===== src/rtl/alu_control_muldiv.sv =====
// alu_control_muldiv: ALU control decode for the EX stage, plus an iterative
// multiply/divide sequencer that owns HI/LO and stalls the pipeline while it
// runs.
//
// Ports
//   clk, reset           rising-edge clock, synchronous active-high reset
//   instruction[5:0]     funct field of the EX-stage instruction
//   ALUOp[1:0]           from main control
//   in_valid             EX instruction is real (not a bubble)
//   flush                kill EX instruction and any in-flight mul/div
//   a, b [WIDTH-1:0]     rs / rt operands (post-forwarding)
//   ALUcontrol[3:0]      ALU op code (combinational)
//   illegal              ALUOp=10 with undefined funct (combinational)
//   stall                freeze IF/ID/EX (combinational)
//   done                 one-cycle pulse while HI/LO show a fresh result
//   div_by_zero          sticky, set by a divide with b==0
//   hi, lo               HI / LO registers
module alu_control_muldiv #(
  parameter  int WIDTH = 32,
  localparam int CNT_W = $clog2(WIDTH + 1)
) (
  input  logic             clk,
  input  logic             reset,
  input  logic [5:0]       instruction,
  input  logic [1:0]       ALUOp,
  input  logic             in_valid,
  input  logic             flush,
  input  logic [WIDTH-1:0] a,
  input  logic [WIDTH-1:0] b,
  output logic [3:0]       ALUcontrol,
  output logic             illegal,
  output logic             stall,
  output logic             done,
  output logic             div_by_zero,
  output logic [WIDTH-1:0] hi,
  output logic [WIDTH-1:0] lo
);

  typedef enum logic [1:0] {S_IDLE, S_BUSY, S_DONE} state_e;

  state_e              state_q, state_d;
  logic [2*WIDTH-1:0]  acc_q;     // {partial/remainder, multiplier/quotient}
  logic [WIDTH-1:0]    opb_q;     // |multiplicand| or |divisor|
  logic [CNT_W-1:0]    cnt_q;
  logic                div_q, neg_q, rneg_q, dz_q, dzf_q;
  logic [WIDTH-1:0]    hi_q, lo_q;

  // ---------------- decode (pure combinational, no state) ----------------
  // Plain case (not casez/casex) so an X/Z funct falls to default.
  always_comb begin
    ALUcontrol = 4'b1111;
    illegal    = 1'b0;
    case (ALUOp)
      2'b00: ALUcontrol = 4'b0010;
      2'b01: ALUcontrol = 4'b0110;
      2'b11: ALUcontrol = 4'b0001;
      2'b10: begin
        case (instruction)
          6'b100000: ALUcontrol = 4'b0010;
          6'b100010: ALUcontrol = 4'b0110;
          6'b100100: ALUcontrol = 4'b0000;
          6'b100101: ALUcontrol = 4'b0001;
          6'b101010: ALUcontrol = 4'b0111;
          6'b101111: ALUcontrol = 4'b1000;
          6'b010000: ALUcontrol = 4'b1001;
          6'b010010: ALUcontrol = 4'b1010;
          6'b011000, 6'b011001,
          6'b011010, 6'b011011: ALUcontrol = 4'b1011;
          default: begin
            ALUcontrol = 4'b1111;
            illegal    = 1'b1;
          end
        endcase
      end
      default: ALUcontrol = 4'b1111;
    endcase
  end

  // funct 0110xx: bit1 selects divide, bit0 selects unsigned.
  logic is_md, accept, sgn;
  assign is_md  = in_valid && (ALUOp == 2'b10) && (instruction[5:2] == 4'b0110);
  assign accept = (state_q == S_IDLE) && is_md && !flush;
  assign sgn    = ~instruction[0];

  logic [WIDTH-1:0] a_abs, b_abs;
  assign a_abs = (sgn && a[WIDTH-1]) ? -a : a;
  assign b_abs = (sgn && b[WIDTH-1]) ? -b : b;

  // ---------------- FSM: state register ----------------
  always_ff @(posedge clk) begin
    if (reset) state_q <= S_IDLE;
    else       state_q <= state_d;
  end

  // ---------------- FSM: next state ----------------
  always_comb begin
    state_d = state_q;
    case (state_q)
      S_IDLE: if (accept) state_d = S_BUSY;
      S_BUSY: begin
        if (flush)                        state_d = S_IDLE;
        else if (cnt_q == CNT_W'(1))      state_d = S_DONE;
      end
      S_DONE:  state_d = S_IDLE;
      default: state_d = S_IDLE;
    endcase
  end

  // ---------------- FSM: outputs ----------------
  always_comb begin
    stall = accept || ((state_q == S_BUSY) && !flush);
    done  = (state_q == S_DONE);
  end

  // ---------------- one iteration of mul or div ----------------
  logic [WIDTH:0]     mul_sum, div_trial;
  logic [2*WIDTH:0]   div_shl;
  logic [2*WIDTH-1:0] acc_step, prod;
  logic [WIDTH-1:0]   q_raw, r_raw, hi_fin, lo_fin;

  always_comb begin
    // shift-add: add multiplicand into the upper half when LSB set, then shift
    mul_sum   = {1'b0, acc_q[2*WIDTH-1:WIDTH]} + (acc_q[0] ? {1'b0, opb_q} : '0);
    // restoring divide: shift, trial subtract, keep if non-negative
    div_shl   = {acc_q, 1'b0};
    div_trial = div_shl[2*WIDTH:WIDTH] - {1'b0, opb_q};
    if (div_q)
      acc_step = div_trial[WIDTH] ? div_shl[2*WIDTH-1:0]
                                  : {div_trial[WIDTH-1:0], div_shl[WIDTH-1:1], 1'b1};
    else
      acc_step = {mul_sum, acc_q[WIDTH-1:1]};

    prod  = neg_q ? -acc_step : acc_step;
    q_raw = acc_step[WIDTH-1:0];
    r_raw = acc_step[2*WIDTH-1:WIDTH];
    if (div_q) begin
      // b==0: restoring yields rem=|a|; restoring a's sign gives back a.
      lo_fin = dz_q ? '1 : (neg_q ? -q_raw : q_raw);
      hi_fin = rneg_q ? -r_raw : r_raw;
    end else begin
      lo_fin = prod[WIDTH-1:0];
      hi_fin = prod[2*WIDTH-1:WIDTH];
    end
  end

  // ---------------- datapath registers ----------------
  always_ff @(posedge clk) begin
    if (reset) begin
      acc_q  <= '0;
      opb_q  <= '0;
      cnt_q  <= '0;
      div_q  <= 1'b0;
      neg_q  <= 1'b0;
      rneg_q <= 1'b0;
      dz_q   <= 1'b0;
      dzf_q  <= 1'b0;
      hi_q   <= '0;
      lo_q   <= '0;
    end else if (accept) begin
      acc_q  <= {{WIDTH{1'b0}}, a_abs};
      opb_q  <= b_abs;
      cnt_q  <= CNT_W'(WIDTH);
      div_q  <= instruction[1];
      neg_q  <= sgn && (a[WIDTH-1] ^ b[WIDTH-1]);
      rneg_q <= sgn && a[WIDTH-1] && instruction[1];
      dz_q   <= (b == '0);
      dzf_q  <= 1'b0;
    end else if ((state_q == S_BUSY) && !flush) begin
      acc_q <= acc_step;
      cnt_q <= cnt_q - CNT_W'(1);
      // commit on the last iteration so HI/LO are valid throughout DONE
      if (cnt_q == CNT_W'(1)) begin
        hi_q <= hi_fin;
        lo_q <= lo_fin;
        if (div_q && dz_q) dzf_q <= 1'b1;
      end
    end
  end

  assign hi          = hi_q;
  assign lo          = lo_q;
  assign div_by_zero = dzf_q;

endmodule


===== config.mk =====
export PLATFORM = sky130hd
export DESIGN_NAME = alu_control_muldiv
export DESIGN_NICKNAME = d
export VERILOG_FILES = /design/src/rtl/alu_control_muldiv.sv
export SDC_FILE = /design/constraint.sdc
export NUM_CORES = 1
export LEC_CHECK = 0
export BUFFER_PORTS_ARGS = -buffer_cell sky130_fd_sc_hd__buf_4
export CORE_ASPECT_RATIO = 0.75
export CORE_MARGIN = 2
export CORE_UTILIZATION = 43
export DETAILED_ROUTE_END_ITERATION = 8
export PLACE_DENSITY = 0.75
export SYNTH_ARGS = -nofsm -noshare
export SYNTH_HDL_FRONTEND = slang
export SYNTH_SLANG_ARGS = --single-unit

===== constraint.sdc =====
create_clock -name clk -period 5.34 [get_ports clk]
set_input_delay 1.335 -clock clk [delete_from_list [all_inputs] [get_ports clk]]
set_output_delay 1.335 -clock clk [all_outputs]
set_load 0.02 [all_outputs]

==> summary.md, run 1 <==
| Metric | Value |
|---|---|
| Mapped cell area | `15,400 sq um` |
| Core area | `35,700 sq um` |
| Critical-path top delay cell | `o31a_4` |
| Post-synth EDFFs | `0` |
| Final setup violation count | `0` |
| Crit path depth | `24` |
| CP arrival | `5460 ps` |
| Worst reg2reg path endpoint | `hi[10]$_SDFFE_PP0P_` |
| Root Driver | `clkbuf_16` |
| Peak supply drop | `0.000234 V` |
| Final ANT Viol Nets | `0` |
| Crit end category | `register` |
| Setup slack, reg-to-reg | `240 ps` |
| P&R area growth vs syn | `16.0%` |
| Critical Path Start | `acc_q[31]$_SDFFE_PP0P_` |
| Remaining global-route overflow | `0` |
| Vias in the first global route | `15,600` |
| Top FF cell, synth | `dfxtp_1` |
| Synthesized Nets | `2,252` |
| CP startpoint kind | `register` |
| Worst slew margin | `19.8%` |
| Seq/Total Area, Yosys | `22.4%` |
| DRT Wirelength | `60,800 microns` |
| Crit path buf inv count | `5` |
| Final net count | `2,378` |
| Die area | `37,500 sq um` |
| Aggregate global-route resource usage | `31.7%` |
| Leakage | `7.04 nW` |
| Gpl congestion | `1.04` |
| Hold buffers post-CTS | `0` |
| DR DRC count | `0` |
| R2R Path Start | `acc_q[31]$_SDFFE_PP0P_` |
| Yosys cell types | `104` |
| Max Slew Vio Count | `0` |
| Initial antenna violation count | `1` |
| Critical Path RT | `5700 ps` |
| WHS | `473 ps` |
| Yosys reg bits | `173` |
| IO buf count | `147` |
| IO Pins | `148` |
| Most common cell after layout, fill and taps aside | `buf_4` |
| Htree depth | `4` |
| Row count | `60` |
| Ys Warns | `0` |
| Worst reg2reg path depth | `24` |
| First-pass GRT wire length | `92,900 microns` |
| Worst skew pair latency | `480 ps` |
| Design area | `17,900 sq um` |
| Layout cells sized above 1 | `15.8%` |
| Worst path max stage delay | `390 ps` |
| Worst hold path type | `register to register` |
| Hold path start | `hi[13]$_SDFFE_PP0P_` |
| CP top delay family | `compound AO/OA/AOI/OAI gates` |
| CP Class | `register to register` |
| Worst Setup EP | `hi[10]$_SDFFE_PP0P_` |
| Inserted Diodes | `0` |
| Num CTS Buffers | `17` |
| Crit Path Max Fanout | `5` |
| Final HPWL DP | `47,100 microns` |
| DRT iter0 DRCs | `2,568` |
| CTS tree | `yes` |
| Fin crit period | `5100 ps` |
| Crit-path most repeated cell | `inv_1` |
| Ratio of total power to cell area | `162 nW/um^2` |
| Num Clock Sinks | `173` |
| Status | `finished, final reports clean` |
| Ratio of final minimum period to clock period | `95.5%` |
| Largest net degree at the start of global routing | `111` |
| Async SR Flop Fraction | `0%` |
| Die Wd | `223 microns` |
| Final Hold Viols | `0` |
| Drt pass-1 iters | `6` |
| Filler cells | `3,464` |
| Setup TNS | `0 ps` |
| Worst-path clk slew | `70 ps` |
| RSZ-0062 raised after global routing | `yes` |
| Via count | `17,200` |
| Worst Skew | `21.6 ps` |
| Most frequent cells in the layout | `244 x buf_4, 238 x nor2_1, 190 x nand2_1` |
| CP Cell Sequence | `inv_1, ha_1, inv_1, fa_2, a211o_1, a211oi_2, or4_4, a2111oi_4, o31a_4, buf_4, nor2_1, nand2_1, a31oi_1, inv_1, ha_2, nor4b_4, nand2_1, o31ai_1, mux2_2, a21boi_4, o211a_4, buf_4, or3_1, a311oi_1` |
| DP Area | `17,200 sq um` |
| Cells after Synth | `2,104` |
| Worst-Margin Slew | `1200 ps` |
| Avg WL per Cell | `22.4 microns` |
| Drt via density | `6.36` |
| Syn Area/Cell | `7.34 sq um` |
| Initial Util | `43.3%` |
| Clock buffer depth | `2` |
| Die height | `168 microns` |
| Top achievable clock speed | `196 MHz` |
| Max_cap viols | `0` |
==> state kept, by name, summed over array words and instances, names as in the netlist <==
signal       cells
acc_q           64
hi              32
lo              32
opb_q           32
cnt_q            6
state_q          2
div_by_zero      1
div_q            1
dz_q             1
neg_q            1
rneg_q           1
==> worst min path at each step <==
| stage | end | slack, ps | cells after the start |
|---|---|---|---|
| floorplan | opb_q[31]$_SDFFE_PP0P_ | 440 | 2 |
| global placement | hi[0]$_SDFFE_PP0P_ | 450 | 2 |
| detailed placement | div_by_zero$_SDFFE_PP0P_ | 460 | 2 |
| CTS | hi[2]$_SDFFE_PP0P_ | 480 | 2 |
| global route | hi[5]$_SDFFE_PP0P_ | 510 | 2 |
| finish | hi[13]$_SDFFE_PP0P_ | 470 | 2 |
==> worst min-delay path: stages, from the launching register on <==
cell       delay [ps]
dfxtp_1           310
nand2_1            50
o2bb2ai_1          60
==> logic make-up after synthesis <==
logic type | Yosys count | synth area share, %
AOI/OAI and AO/OA | 688 | 30.3
xor gates and xnor gates | 141 | 8.00
adders and majority gates | 72 | 5.93
buffers and inverters | 210 | 5.55
DFF | 173 | 22.4
muxes | 47 | 3.08
and+or+nand+nor | 773 | 24.7
==> synth_stat cells, types with 11 or more instances <==
cell type	n	area, sq um
nor2_1	240	901
nand2_1	190	713
a21oi_1	179	896
dfxtp_1	173	3460
o21ai_0	127	636
clkbuf_1	109	409
a211oi_1	97	728
xnor2_1	84	736
nor3_1	82	410
inv_1	72	270
ha_1	70	876
xor2_1	57	499
and2_1	44	275
mux2i_1	43	430
nand3_1	37	185
a21o_1	30	225
o211ai_1	28	210
a31oi_1	26	163
o21a_1	26	195
o31ai_1	26	195
or3_1	26	163
nand4_1	21	131
nand2b_1	15	93.8
nor2b_1	15	93.8
nor3b_1	14	105
or4_1	14	105
and3_1	13	81.3
buf_2	12	60.1
a311oi_1	11	96.3
nor4_1	11	68.8
==> report_power, final <==
part | switching, W | internal [W] | leakage (nW)
combinational | 0.000241 | 0.000147 | 5.39
clock | 0.000614 | 0.000603 | 0.264
sequential | 0.00000309 | 0.00129 | 1.39
total | 0.000858 | 0.00204 | 7.04
==> layer usage <==
metal | vias up | share of wire, % | track usage, %
li1 | 7940 | - | -
met1 | 8125 | 45 | 47.9
met2 | 1057 | 39 | 42.5
met3 | 95 | 15 | 10.7
met4 | 2 | 1.7 | 7.35
met5 | - | 0.030 | 0
==> repair_timing <==
item                       4_1_cts  5_1_grt
buffers inserted                 0        8
resized for setup                0       16
setup endpoints to repair        0       13
hold endpoints to repair         0        0
==> final cells by class <==
class / instances / area (sq um) / share of cell area [%]
flip-flops and latches: 173 / 3470 / 19.4
clock inverters: 14 / 109 / 0.608
inverters: 73 / 274 / 1.53
clock buffers: 18 / 429 / 2.40
repair buffers: 244 / 1830 / 10.2
well taps: 465 / 582 / 3.25
multi-input cells: 1721 / 11200 / 62.6
==> metrics by stage <==
stage	total power (W)	utilization (%)	cells	worst slack, ps
after detailed placement	0.00169	48.3	2668	61.9
after global routing	0.00298	50.2	2708	-12.2
after global placement	0.00169	48.3	2668	197
after CTS	0.00288	49.8	2700	26.6
final	0.00290	50.2	2708	240
after floorplan	0.00154	-	2104	12.7
(Power assumes the default switching activity.)
==> run 2, diff against run 1 <==
--- a/config.mk
+++ b/config.mk
@@ -6,7 +6,6 @@
 export NUM_CORES = 1
 export LEC_CHECK = 0
 export BUFFER_PORTS_ARGS = -buffer_cell sky130_fd_sc_hd__buf_4
-export CORE_ASPECT_RATIO = 0.75
 export CORE_MARGIN = 2
 export CORE_UTILIZATION = 43
 export DETAILED_ROUTE_END_ITERATION = 8
==> summary.md, run 2 (synthesis gave the netlist of run 1 again) <==
| Metric | Value |
|---|---|
| Status | `finished, final reports clean` |
| Clock buffer depth | `2 (unchanged)` |
| Crit end category | `register` |
| Max reg flops | `64 (unchanged)` |
| IO buf count | `147 (unchanged)` |
| Setup TNS | `0 ps (unchanged)` |
| Layout cells sized above 1 | `15.5% (-0.34 points)` |
| Clk pwr share | `45.5% (+3.5 points)` |
| Worst reg2reg path depth | `21 (-13%)` |
| Vias in the first global route | `15,500 (-0.68%)` |
| Worst Skew | `18.7 ps (-2.90 ps)` |
| Final HPWL DP | `44,100 microns (-6.4%)` |
| Final ANT Viol Nets | `0 (unchanged)` |
| Peak supply drop | `0.000230 V (-1.5%)` |
| Most frequent cells in the layout | `236 x nor2_1, 234 x buf_4, 189 x nand2_1` |
| Remaining global-route overflow | `0 (unchanged)` |
| CP Cell Sequence | `inv_1, ha_1, nand4_1, or4_1, a21oi_1, buf_4, nor3_4, buf_4, o21ai_1, a31oi_4, ha_1, nor4b_2, nand2_1, o31ai_1, mux2_2, a21boi_4, o211a_4, a21o_1, nand4_1, mux2i_1, a21oi_1` |
| Row count | `69 (+15%)` |
| Critical Path RT | `5640 ps (-60 ps)` |
| Avg WL per Cell | `21.2 microns (-5.6%)` |
| Drt via density | `6.20 (-2.5%)` |
| Sw power | `0.000846 W (-1.4%)` |
| DR DRC count | `0 (unchanged)` |
| Leakage | `7.04 nW (about the same)` |
| DP Area | `17,200 sq um (about the same)` |
| Sequential group share of total power | `42.3% (-2.3 points)` |
| Max_cap viols | `0 (unchanged)` |
| Crit path buf inv count | `3 (-2)` |
| Ratio of final minimum period to clock period | `94.4% (-1.1 points)` |
| Top achievable clock speed | `198 MHz (+1.2%)` |
| Cells on Worst Hold Path | `2 (unchanged)` |
| Internal power | `0.00222 W (+8.5%)` |
| Most common cell after layout, fill and taps aside | `nor2_1` |
| CP Class | `register to register` |
| Fin crit period | `5040 ps (-58.2 ps)` |
| Final setup violation count | `0 (unchanged)` |
| Crit Path Max Fanout | `6 (+1)` |
| CTS tree | `yes` |
| Worst-path clk slew | `80 ps (about the same)` |
| Design area | `17,900 sq um (+0.17%)` |
| Largest net degree at the start of global routing | `111 (unchanged)` |
| Initial antenna violation count | `0 (-1)` |
| Switching share of power | `27.6% (-2.0 points)` |
| CP top delay family | `compound AO/OA/AOI/OAI gates` |
| Worst-Margin Slew | `1110 ps (-86.1 ps)` |
| Max Slew Vio Count | `0 (unchanged)` |
| DRT iter0 DRCs | `1,953 (-24%)` |
| Inserted Diodes | `0 (unchanged)` |
| Worst hold path type | `register to register` |
| Worst path max stage delay | `570 ps (+180 ps)` |
| Critical-path top delay cell | `or4_1` |
| Final Hold Viols | `0 (unchanged)` |
| Filler cells | `3,467 (+0.087%)` |
| Via count | `16,700 (-3.0%)` |
| Drt pass-1 iters | `6 (unchanged)` |
| Worst skew pair latency | `450 ps (-30 ps)` |
| Die area | `37,400 sq um (about the same)` |
| Ratio of total power to cell area | `171 nW/um^2 (+5.4%)` |
| Hold buffers post-CTS | `0 (unchanged)` |
| Crit path depth | `21 (-13%)` |
| Final Util | `50.6% (+0.34 points)` |
| Root Driver | `clkbuf_16` |
| IO Pins | `148 (unchanged)` |
| CP startpoint kind | `register` |
| Initial Util | `43.5% (+0.22 points)` |
| Num CTS Buffers | `17 (unchanged)` |
| Gpl congestion | `1.03 (-0.42%)` |
| P&R area growth vs syn | `16.2%` |
| Worst slew margin | `25.6% (+5.7 points)` |
| Aggregate global-route resource usage | `29.6% (-2.2 points)` |
| Combinational share of power | `12.2% (-1.2 points)` |
| Core area | `35,500 sq um (-0.49%)` |
| Htree depth | `4 (unchanged)` |
| Final net count | `2,369 (-0.38%)` |
| Num Clock Sinks | `173 (unchanged)` |
| Die height | `193 microns (+15%)` |
| DRT Wirelength | `57,100 microns (-6.0%)` |
| CP arrival | `5340 ps (-120 ps)` |
| RSZ-0062 raised after global routing | `no` |
| Reg with most FFs | `acc_q` |
| Die Wd | `193 microns (-13%)` |
| First-pass GRT wire length | `89,000 microns (-4.3%)` |
[run 2: cell types whose count changed in the layout (fill, tap and decap cells not counted), sizes merged]
| cell | before | now |
|---|---|---|
| clkinv | 7 | 4 |
| inv | 78 | 77 |
| clkbuf | 18 | 20 |
| bufinv | 0 | 3 |
| buf | 244 | 235 |
| clkinvlp | 2 | 1 |
[run 2: through the flow]
step / worst slack (ps) / hold WS (ps) / instances / power (W)
2_1_floorplan: 12.7 / 440 / 2104 / 0.00154
3_3_place_gp: 214 / 446 / 2661 / 0.00167
3_5_place_dp: 151 / 454 / 2661 / 0.00168
4_1_cts: 123 / 467 / 2693 / 0.00305
5_1_grt: 12.0 / 496 / 2695 / 0.00314
6_report: 298 / 468 / 2695 / 0.00306
[run 2: timing repair]
action	in CTS	in global routing
resized for setup	0	16
endpoints found under the setup margin	0	12
hold endpoints to repair	0	0
setup buffers	0	2
[run 2: final cells by class]
| type | instances | area (sq um) | area share, % |
|---|---|---|---|
| sequential | 173 | 3470 | 19.3 |
| clock inverter | 12 | 175 | 0.976 |
| inverter | 73 | 274 | 1.53 |
| multi-input combinational | 1721 | 11200 | 62.5 |
| tap | 461 | 577 | 3.21 |
| clock buffer | 20 | 457 | 2.55 |
| timing repair buffer | 235 | 1780 | 9.90 |
[run 2: worst min-delay path: stages, from the launching register on]
cell and delay, ps:
dfxtp_1 320, nand2_1 50, a21oi_1 50
[run 2: power by group through the flow]
stage / Clock (W) / Combinational [W] / Sequential, W
floorplan: 0 / 0.000217 / 0.00132
global placement: 0 / 0.000351 / 0.00132
detailed placement: 0 / 0.000356 / 0.00132
CTS: 0.00140 / 0.000358 / 0.00129
global route: 0.00144 / 0.000402 / 0.00129
finish: 0.00139 / 0.000373 / 0.00129
[run 2: worst paths after layout]
| path | startpoint | to | slack (ps) |
|---|---|---|---|
| worst max-delay path | opb_q[27]$_SDFFE_PP0P_ | hi[30]$_SDFFE_PP0P_ | 300 |
| worst min-delay path | opb_q[0]$_SDFFE_PP0P_ | opb_q[0]$_SDFFE_PP0P_ | 470 |
| worst max register to register | opb_q[27]$_SDFFE_PP0P_ | hi[30]$_SDFFE_PP0P_ | 300 |
| worst min register to register | opb_q[0]$_SDFFE_PP0P_ | opb_q[0]$_SDFFE_PP0P_ | 470 |
[run 2: routing by layer]
metal | routed length, microns | global-route usage (%)
met4 | 2190 | 10.9
met2 | 24500 | 45.3
met3 | 5450 | 6.14
met1 | 25000 | 41.0
met5 | 0 | 0
